**src/rtl/lsu32_pkg.sv**
```systemverilog
// ============================================================================
// lsu32_pkg : shared funct3 encodings, FSM states and strobe constants.
// Rev 1.0
// ============================================================================
`default_nettype none

package lsu32_pkg;

  localparam logic [2:0] F3_LB  = 3'b000;
  localparam logic [2:0] F3_LH  = 3'b001;
  localparam logic [2:0] F3_LW  = 3'b010;
  localparam logic [2:0] F3_LBU = 3'b100;
  localparam logic [2:0] F3_LHU = 3'b101;
  localparam logic [2:0] F3_SB  = 3'b000;
  localparam logic [2:0] F3_SH  = 3'b001;
  localparam logic [2:0] F3_SW  = 3'b010;

  localparam logic [3:0] STRB_NONE = 4'b0000;
  localparam logic [3:0] STRB_ALL  = 4'b1111;

  typedef enum logic [1:0] {
    ST_IDLE = 2'd0,
    ST_WAIT = 2'd1,
    ST_DONE = 2'd2
  } state_t;

endpackage

`default_nettype wire

```
**src/rtl/lsu_align.sv**
```systemverilog
// ============================================================================
// lsu_align : legality check, store lane strobes/replication, load extend.
// Rev 1.0
// ============================================================================
`default_nettype none

module lsu_align
  import lsu32_pkg::*;
(
  input  logic        is_store,
  input  logic [2:0]  funct3,
  input  logic [1:0]  addr_lo,
  input  logic [31:0] wdata,
  input  logic [2:0]  ld_funct3,
  input  logic [1:0]  ld_off,
  input  logic [31:0] bus_rdata,
  output logic        illegal,
  output logic [3:0]  wstrb,
  output logic [31:0] wdata_rep,
  output logic [31:0] ld_data
);

  logic        bad_f3;
  logic        misaligned;
  logic [31:0] shifted;
  logic [7:0]  byte_sel;
  logic [15:0] half_sel;

  always_comb begin
    bad_f3     = 1'b0;
    if (is_store) bad_f3 = !(funct3 inside {F3_SB, F3_SH, F3_SW});
    else          bad_f3 = !(funct3 inside {F3_LB, F3_LH, F3_LW, F3_LBU, F3_LHU});
    misaligned = ((funct3[1:0] == 2'b01) && addr_lo[0]) ||
                 ((funct3[1:0] == 2'b10) && (addr_lo != 2'b00));
    illegal    = bad_f3 || misaligned;
  end

  always_comb begin
    wstrb     = STRB_NONE;
    wdata_rep = '0;
    if (is_store) begin
      case (funct3)
        F3_SB: begin
          wstrb     = 4'b0001 << addr_lo;
          wdata_rep = {4{wdata[7:0]}};
        end
        F3_SH: begin
          wstrb     = addr_lo[1] ? 4'b1100 : 4'b0011;
          wdata_rep = {2{wdata[15:0]}};
        end
        F3_SW: begin
          wstrb     = STRB_ALL;
          wdata_rep = wdata;
        end
        default: begin
          wstrb     = STRB_NONE;
          wdata_rep = '0;
        end
      endcase
    end
  end

  // Lane select uses the offset captured at request time, not the live address.
  always_comb begin
    shifted  = bus_rdata >> {ld_off, 3'b000};
    byte_sel = shifted[7:0];
    half_sel = ld_off[1] ? bus_rdata[31:16] : bus_rdata[15:0];
    case (ld_funct3)
      F3_LB:   ld_data = {{24{byte_sel[7]}}, byte_sel};
      F3_LH:   ld_data = {{16{half_sel[15]}}, half_sel};
      F3_LBU:  ld_data = {24'd0, byte_sel};
      F3_LHU:  ld_data = {16'd0, half_sel};
      default: ld_data = bus_rdata;
    endcase
  end

endmodule

`default_nettype wire

```
**src/rtl/lsu32.sv**
```systemverilog
// ============================================================================
// lsu32 : RV32I load/store unit, req/ack data bus. Optional LSU_TIMEOUT_EN
// adds a WAIT-state bus-error timeout. Rev 1.0
// ============================================================================
`default_nettype none

module lsu32
  import lsu32_pkg::*;
#(
  parameter int ADDR_W         = 32,
  parameter int TIMEOUT_CYCLES = 255
) (
  input  logic              clk,
  input  logic              rst,
  input  logic              start,
  input  logic              is_store,
  input  logic [2:0]        funct3,
  input  logic [ADDR_W-1:0] addr,
  input  logic [31:0]       wdata,
  output logic              stall,
  output logic              done,
  output logic              fault,
  output logic [31:0]       rdata,
  output logic              mem_req,
  output logic              mem_we,
  output logic [ADDR_W-1:0] mem_addr,
  output logic [3:0]        mem_wstrb,
  output logic [31:0]       mem_wdata,
  input  logic              mem_ack,
  input  logic [31:0]       mem_rdata
);

  state_t      state, state_next;
  logic [2:0]  ld_f3;
  logic [1:0]  ld_off;
  logic        st_op;
  logic        illegal;
  logic [3:0]  strb_c;
  logic [31:0] wrep_c;
  logic [31:0] ld_data;
  logic        timeout;

  lsu_align u_align (
    .is_store  (is_store),
    .funct3    (funct3),
    .addr_lo   (addr[1:0]),
    .wdata     (wdata),
    .ld_funct3 (ld_f3),
    .ld_off    (ld_off),
    .bus_rdata (mem_rdata),
    .illegal   (illegal),
    .wstrb     (strb_c),
    .wdata_rep (wrep_c),
    .ld_data   (ld_data)
  );

  assign stall = start & ~done;

`ifdef LSU_TIMEOUT_EN
  localparam int CNT_W = $clog2(TIMEOUT_CYCLES + 1);
  logic [CNT_W-1:0] wait_cnt;

  always_ff @(posedge clk) begin
    if (rst)                             wait_cnt <= '0;
    else if (state != ST_WAIT)           wait_cnt <= '0;
    else if (!mem_ack)                   wait_cnt <= wait_cnt + 1'b1;
  end

  assign timeout = (state == ST_WAIT) && !mem_ack &&
                   (wait_cnt == CNT_W'(TIMEOUT_CYCLES - 1));
`else
  // Constant-false; the parameter only matters when the timeout is built.
  assign timeout = (TIMEOUT_CYCLES < 0);
`endif

  always_comb begin
    state_next = state;
    case (state)
      ST_IDLE: if (start) state_next = illegal ? ST_DONE : ST_WAIT;
      ST_WAIT: if (mem_ack || timeout) state_next = ST_DONE;
      ST_DONE: state_next = ST_IDLE;
      default: state_next = ST_IDLE;
    endcase
  end

  always_ff @(posedge clk) begin
    if (rst) begin
      state     <= ST_IDLE;
      done      <= 1'b0;
      fault     <= 1'b0;
      rdata     <= '0;
      mem_req   <= 1'b0;
      mem_we    <= 1'b0;
      mem_addr  <= '0;
      mem_wstrb <= '0;
      mem_wdata <= '0;
      ld_f3     <= '0;
      ld_off    <= '0;
      st_op     <= 1'b0;
    end else begin
      state <= state_next;
      case (state)
        ST_IDLE: begin
          if (start) begin
            if (illegal) begin
              done  <= 1'b1;
              fault <= 1'b1;
              rdata <= '0;
            end else begin
              mem_req   <= 1'b1;
              mem_we    <= is_store;
              mem_addr  <= {addr[ADDR_W-1:2], 2'b00};
              mem_wstrb <= strb_c;
              mem_wdata <= wrep_c;
              ld_f3     <= funct3;
              ld_off    <= addr[1:0];
              st_op     <= is_store;
            end
          end
        end
        ST_WAIT: begin
          // Ack takes priority over a simultaneous timeout.
          if (mem_ack) begin
            mem_req <= 1'b0;
            mem_we  <= 1'b0;
            done    <= 1'b1;
            fault   <= 1'b0;
            rdata   <= st_op ? 32'd0 : ld_data;
          end else if (timeout) begin
            mem_req <= 1'b0;
            mem_we  <= 1'b0;
            done    <= 1'b1;
            fault   <= 1'b1;
            rdata   <= '0;
          end
        end
        default: begin
          done  <= 1'b0;
          fault <= 1'b0;
        end
      endcase
    end
  end

endmodule

`default_nettype wire

```
**config.mk**
```make
export PLATFORM = sky130hd
export DESIGN_NAME = lsu32
export DESIGN_NICKNAME = d
export VERILOG_FILES = /design/src/rtl/lsu32_pkg.sv /design/src/rtl/lsu_align.sv /design/src/rtl/lsu32.sv
export SDC_FILE = /design/constraint.sdc
export NUM_CORES = 1
export LEC_CHECK = 0
export ABC_AREA = 0
export CAP_MARGIN = 20
export CORE_AREA = 2 2 128 130
export DETAILED_ROUTE_END_ITERATION = 16
export DIE_AREA = 0 0 130 132
export GPL_TIMING_DRIVEN = 1
export PLACE_DENSITY_LB_ADDON = 0.12
export SLEW_MARGIN = 20
export SYNTH_ARGS = -nofsm -noshare
export SYNTH_HDL_FRONTEND = slang
export SYNTH_SLANG_ARGS = --single-unit
```
**constraint.sdc**
```tcl
create_clock -name clk -period 2.3 [get_ports clk]
set_clock_uncertainty 0.15 [all_clocks]
set_input_delay 0.46 -clock clk [delete_from_list [all_inputs] [get_ports clk]]
set_output_delay 0.46 -clock clk [all_outputs]
set_load 0.05 [all_outputs]
```
==> results of run 1 <==
-- how the worst max path moves through the flow --
stage,endpoint,cells after the start,slack [ns],startpoint
after floorplan,mem_addr[10],6,0.38,funct3[2]
after global placement,rdata[17],6,-0.17,start
after detailed placement,rdata[18],6,-0.22,mem_ack
after CTS,mem_wstrb[3],1,0.12,mem_wstrb[3]
after global routing,rdata[29],6,0.07,start
final,rdata[15],1,0.14,rdata[15]
-- cells in the mapped netlist (all sizes together), types with 3 or more instances --
library cell | n | area (um2)
nor2 | 5 | 18.8
buf | 26 | 161
and3b | 7 | 61.3
o2bb2ai | 10 | 87.6
o32ai | 7 | 61.3
inv | 9 | 33.8
o21ai | 28 | 140
a21o | 17 | 128
dfxtp | 110 | 2200
nand2b | 5 | 31.3
a211oi | 3 | 22.5
a211o | 7 | 61.3
mux2i | 17 | 170
a21oi | 94 | 482
nand3b | 8 | 60.1
clkbuf | 29 | 109
or3 | 3 | 18.8
a22o | 31 | 272
nand2 | 113 | 424
nand3 | 43 | 215
nor2b | 6 | 37.5
-- sequential cells by signal, indices dropped and copies added (netlist names) --
register   cells
mem_wdata     32
rdata         32
mem_addr      30
mem_wstrb      4
ld_f3          3
ld_off         2
state          2
done           1
fault          1
mem_req        1
mem_we         1
st_op          1
-- cell type report --
type                    instances  area (um2)
well taps                     216         270
inverters                      10        37.5
multi-input cells             423        2470
flip-flops and latches        110        2200
clock buffers                  12         256
fillers                      1519        8030
repair buffers                238        2370
clock inverters                 4        77.6
-- stage by stage --
stage	hold slack, ns	cell area, um2	total power [mW]	TNS, ns
6_report	0.302	7680	4.64	0
3_3_place_gp	0.291	7340	2.92	-11.95
3_5_place_dp	0.297	7340	2.93	-13.32
4_1_cts	0.306	7670	4.69	0
2_1_floorplan	0.286	4960	2.51	0
5_1_grt	0.324	7680	4.82	0
-- repair_timing --
action	in CTS	in global routing
endpoints found under the setup margin	0	1
endpoints found under the hold margin	0	0
gates resized for setup	0	1
hold buffers	0	0
-- power breakdown --
group,leakage [nW],internal [mW],total (mW),switching [mW]
logic,1.70,0.397,0.897,0.500
clock network,0.163,1.02,1.75,0.725
registers,0.890,1.96,1.99,0.0355
total,2.75,3.38,4.64,1.26
-- cell families (layout without fill, tap and decap cells) --
logic type / Yosys count / after routing / share of synthesized area (%)
AO/OA/AOI/OAI: 205 / 205 / 26.7
AND/OR/NAND/NOR: 197 / 197 / 18.5
flip-flops: 110 / 110 / 44.4
buffers and inverters: 65 / 264 / 6.21
multiplexers: 19 / 19 / 4.11
other: 1 / 2 / 0.0756
-- per-layer routing --
layer  share of wire [%]  wire (um)
met2                  46       7470
met3                 7.0       1140
met1                  45       7320
met5                   0          0
met4                 2.1        346
==> flow_summary.toml, run 1 <==
[status]
outcome = "finished, final reports clean"

[synth]
synth_cells = 597
synth_ff_type = "dfxtp_1"
synth-seq-cells = 110
yosysWarnings = 0
synth_area_um2 = 4960
synthArstFlopShare_pct = 0
synth_edf_count = 0
ys_types = 41
ys_seq_area_share_pct = 44.4
postSynthAreaPerCell_um2 = 8.31

[final_layout]
finalNetCount = 896
finalCoreUtilization_pct = 48.9
layout_common_cells = "clkdlybuf4s50_1, nand2_1, dfxtp_1"
final_common_cell = "clkdlybuf4s50_1"
diodes = 0
syn2layout_area_growth_pct = 54.9
drive_gt1_share_pct = 7.65
final_cells = 1013

[critical_path]
r2r_setup_slack_ns = 0.30
crit_path_top_delay_cell = "clkdlybuf4s50_1"
path_cells = "clkdlybuf4s50_1"
critPathCaptureType = "output pin"
crit_fanout = 2
r2r_cells = 4
cp.required_ns = 1.69
r2r-end = "rdata[14]"
critical-path-top-delay-family = "buffers and inverters"
critPathLaunchType = "flop"
arrival_ns = 1.55
cp_num_buf_inv = 1
cpPeakStageDelay_ns = 0.87
crit-reg2reg-launch = "ld_off[1]"
worst-setup-path-type = "flop to output pin"

[clock_network]
root_buffer = "clkbuf_16"
cts-htree-levels = 3
clkLatencyLatePin_ns = 0.35
clk_path_buf_depth = 2
clkSlewWorstSetupHoldPaths_ns = 0.07
cts_setup_buffers = 0
cts_tree = "built"
cts.sinks = 110
cts_buffers = 9

[detailed_routing]
wl_per_cell_um = 16.1
vias = 5027
detail-route-antenna-nets = 0
viasPerCell = 4.96
drt_pass1_iterations = 4
drc = 0
initialDrtViolationCount = 318
finalWirelength_um = 16300

[worst_hold_path]
whs_path_depth = 2
holdPathEnd = "mem_addr[17]"
hp-class = "flop to flop"
hold_path.startpoint = "mem_addr[17]"

[sta]
timing.fmax_mhz = 462
rsz0062_at_grt = "false"
period_share_pct = 94.0
hold_violations = 0
fin_crit_ns = 2.16
worst_slew_pin_slew_ns = 0.644
worst_slack_ns = 0.137
maxSlewViolCount = 0
relSlewSlack_pct = 57.0
setup_viol_count_final = 0

[global_routing]
grt_use_met3_pct = 4.99
grt_use_met2_pct = 28.9
track_usage_pct = 18.6
grt_pass1_vias = 4828
grt_use_met1_pct = 24.8
grt_remaining_overflow = 0
grt_pass1_wl_um = 25500
busiest_layer = "met2"
antenna_found_initial = 0
grt_max_degree = 54

[place]
place_congestion = 0.872
place_ws_ns = -0.219
dpl.hpwl_um = 12100
numPortBuffers = 206
place_inst = 997

[pwr]
vdd_drop_max_uv = 391
p_per_area_nw_per_um2 = 603
p_leak_nw = 2.75

[run]
drv_cap = 0

[die]
initial_core_util_pct = 31.6
ioPinCount = 209
core.rowCount = 46
die_h_um = 132
die-area_um2 = 17200
chipWidth_um = 130
core-area_um2 = 15700
(Power assumes the default switching activity.)
==> inputs of run 2 (changes only) <==
==> constraint.sdc (replaced) <==
create_clock -name clk -period 2.3 [get_ports clk]
set_clock_uncertainty 0.15 [all_clocks]
set_input_delay 0.46 -clock clk [delete_from_list [all_inputs] [get_ports clk]]
set_output_delay 0.46 -clock clk [all_outputs]
set_load 0.005 [all_outputs]
==> run 2 against run 1 <==
Final cell count rose by 0.20%. Power fell by 8.5%. Count of clock-buffer cells in the layout fell by 1. Combinational power fell by 19%.
==> flow_summary.toml, run 2 (synthesis gave the netlist of run 1 again) <==
[clock_network]
root_buffer = "clkbuf_16"
cts-htree-levels = 3
cts_buffers = 9
ctsResizeCount = 0
clkLatencyLatePin_ns = 0.35
cts.sinks = 110
clkSlewWorstSetupHoldPaths_ns = 0.07
cts_setup_buffers = 0
clk_path_buf_depth = 2
hold_buffers = 0
cts_tree = "built"

[final_layout]
largestRegisters = "mem_wdata x32, rdata x32, mem_addr x30"
finalCoreUtilization_pct = 48.5
stdcell_area_um2 = 7630
finalNetCount = 897
final_common_cell = "clkdlybuf4s50_1"
layout_common_cells = "clkdlybuf4s50_1, nand2_1, dfxtp_1"
drive_gt1_share_pct = 7.52
syn2layout_area_growth_pct = 53.8
fillerInstances = 1534

[global_routing]
grt_remaining_overflow = 0
grt_pass1_wl_um = 25300
track_usage_pct = 18.5
grt_pass1_vias = 4861
antenna_found_initial = 1
grt_max_degree = 54

[pwr]
p_sw_mw = 1.10
p_leak_nw = 2.73
vdd_drop_max_uv = 321
power_mw = 4.24
p_sw_share_pct = 25.8
combPwrFrac_pct = 17.1
p_int_mw = 3.15
sequentialPowerShare_pct = 46.9
clkPwrFrac_pct = 36.0
p_per_area_nw_per_um2 = 556

[critical_path]
cp.required_ns = 1.69
arrival_ns = 1.61
critPathCaptureType = "output pin"
critPathLaunchType = "input port"
crit_fanout = 3
worst-setup-path-type = "input port to output pin"

[die]
die-area_um2 = 17200
die_h_um = 132
ioPinCount = 209
initial_core_util_pct = 31.6
core.rowCount = 46
chipWidth_um = 130
core-area_um2 = 15700

[sta]
fin_crit_ns = 2.22
maxSlewViolCount = 0
relSlewSlack_pct = 48.3
timing.fmax_mhz = 450
holdWs_ns = 0.300
setup_viol_count_final = 0
rsz0062_at_grt = "false"
worst_slew_pin_slew_ns = 0.771
period_share_pct = 96.6
worst_slack_ns = 0.0783
hold_violations = 0

[place]
place_ws_ns = -0.206
numPortBuffers = 206
placed_area_um2 = 7330
place_congestion = 0.874
dpl.hpwl_um = 12200

[detailed_routing]
wl_per_cell_um = 16.2
drt_pass1_iterations = 5
viasPerCell = 4.98
finalWirelength_um = 16400
drc = 0
initialDrtViolationCount = 210
detail-route-antenna-nets = 0
vias = 5053

[status]
outcome = "finished, final reports clean"

[worst_hold_path]
hp-class = "flop to flop"

[run]
drv_cap = 0
run 2: changes by cell type in the layout (fill, tap and decap cells not counted), sizes merged:
| cell | previous run | this run |
|---|---|---|
| buf | 35 | 34 |
| bufinv | 2 | 0 |
| clkbuf | 12 | 11 |
| clkdlybuf4s50 | 203 | 205 |
| clkinv | 2 | 5 |
| diode | 0 | 1 |
run 2: stage by stage:
stage / setup TNS [ns] / instances
floorplan: 0 / 598
global placement: -11.96 / 997
detailed placement: -14.04 / 997
CTS: 0 / 1013
global route: 0 / 1014
finish: 0 / 1015
run 2: final cells by class:
cell class	instances	area, um2	area share (%)
antenna	1	2.50	0.0328
clock buffer	11	253	3.31
timing repair buffer	239	2370	31.0
clock inverter	5	32.5	0.427
multi-input combinational	423	2460	32.3
sequential	110	2200	28.9
inverter	10	37.5	0.492
tap	216	270	3.54
run 2: layer usage:
metal	wire, um	GRT usage [%]	part of all wire, %
met1	7350	24.1	45
met4	343	6.51	2.1
met2	7440	28.9	45
met3	1260	5.80	7.7
met5	0	0	0
run 2: power groups by stage:
stage | sequential, mW | clock, mW | combinational, mW
6_report | 1.99 | 1.53 | 0.725
5_1_grt | 2.00 | 1.63 | 0.787
4_1_cts | 1.99 | 1.56 | 0.727
3_5_place_dp | 2.04 | 0 | 0.724
3_3_place_gp | 2.03 | 0 | 0.717
2_1_floorplan | 2.03 | 0 | 0.314
run 2: worst paths after layout:
path	startpoint	endpoint	slack [ns]	cells past startpoint
worst max-delay path	start	stall	0.08	3
worst max register to register	ld_off[1]	rdata[14]	0.28	4
worst min register to register	mem_wdata[12]	mem_wdata[12]	0.30	2
worst min-delay path	mem_wdata[12]	mem_wdata[12]	0.30	2
run 2: worst max-delay path: stages:
cell             delay [ns]
clkdlybuf4s50_1        0.51
nor2b_1                0.14
clkdlybuf4s50_1        0.50
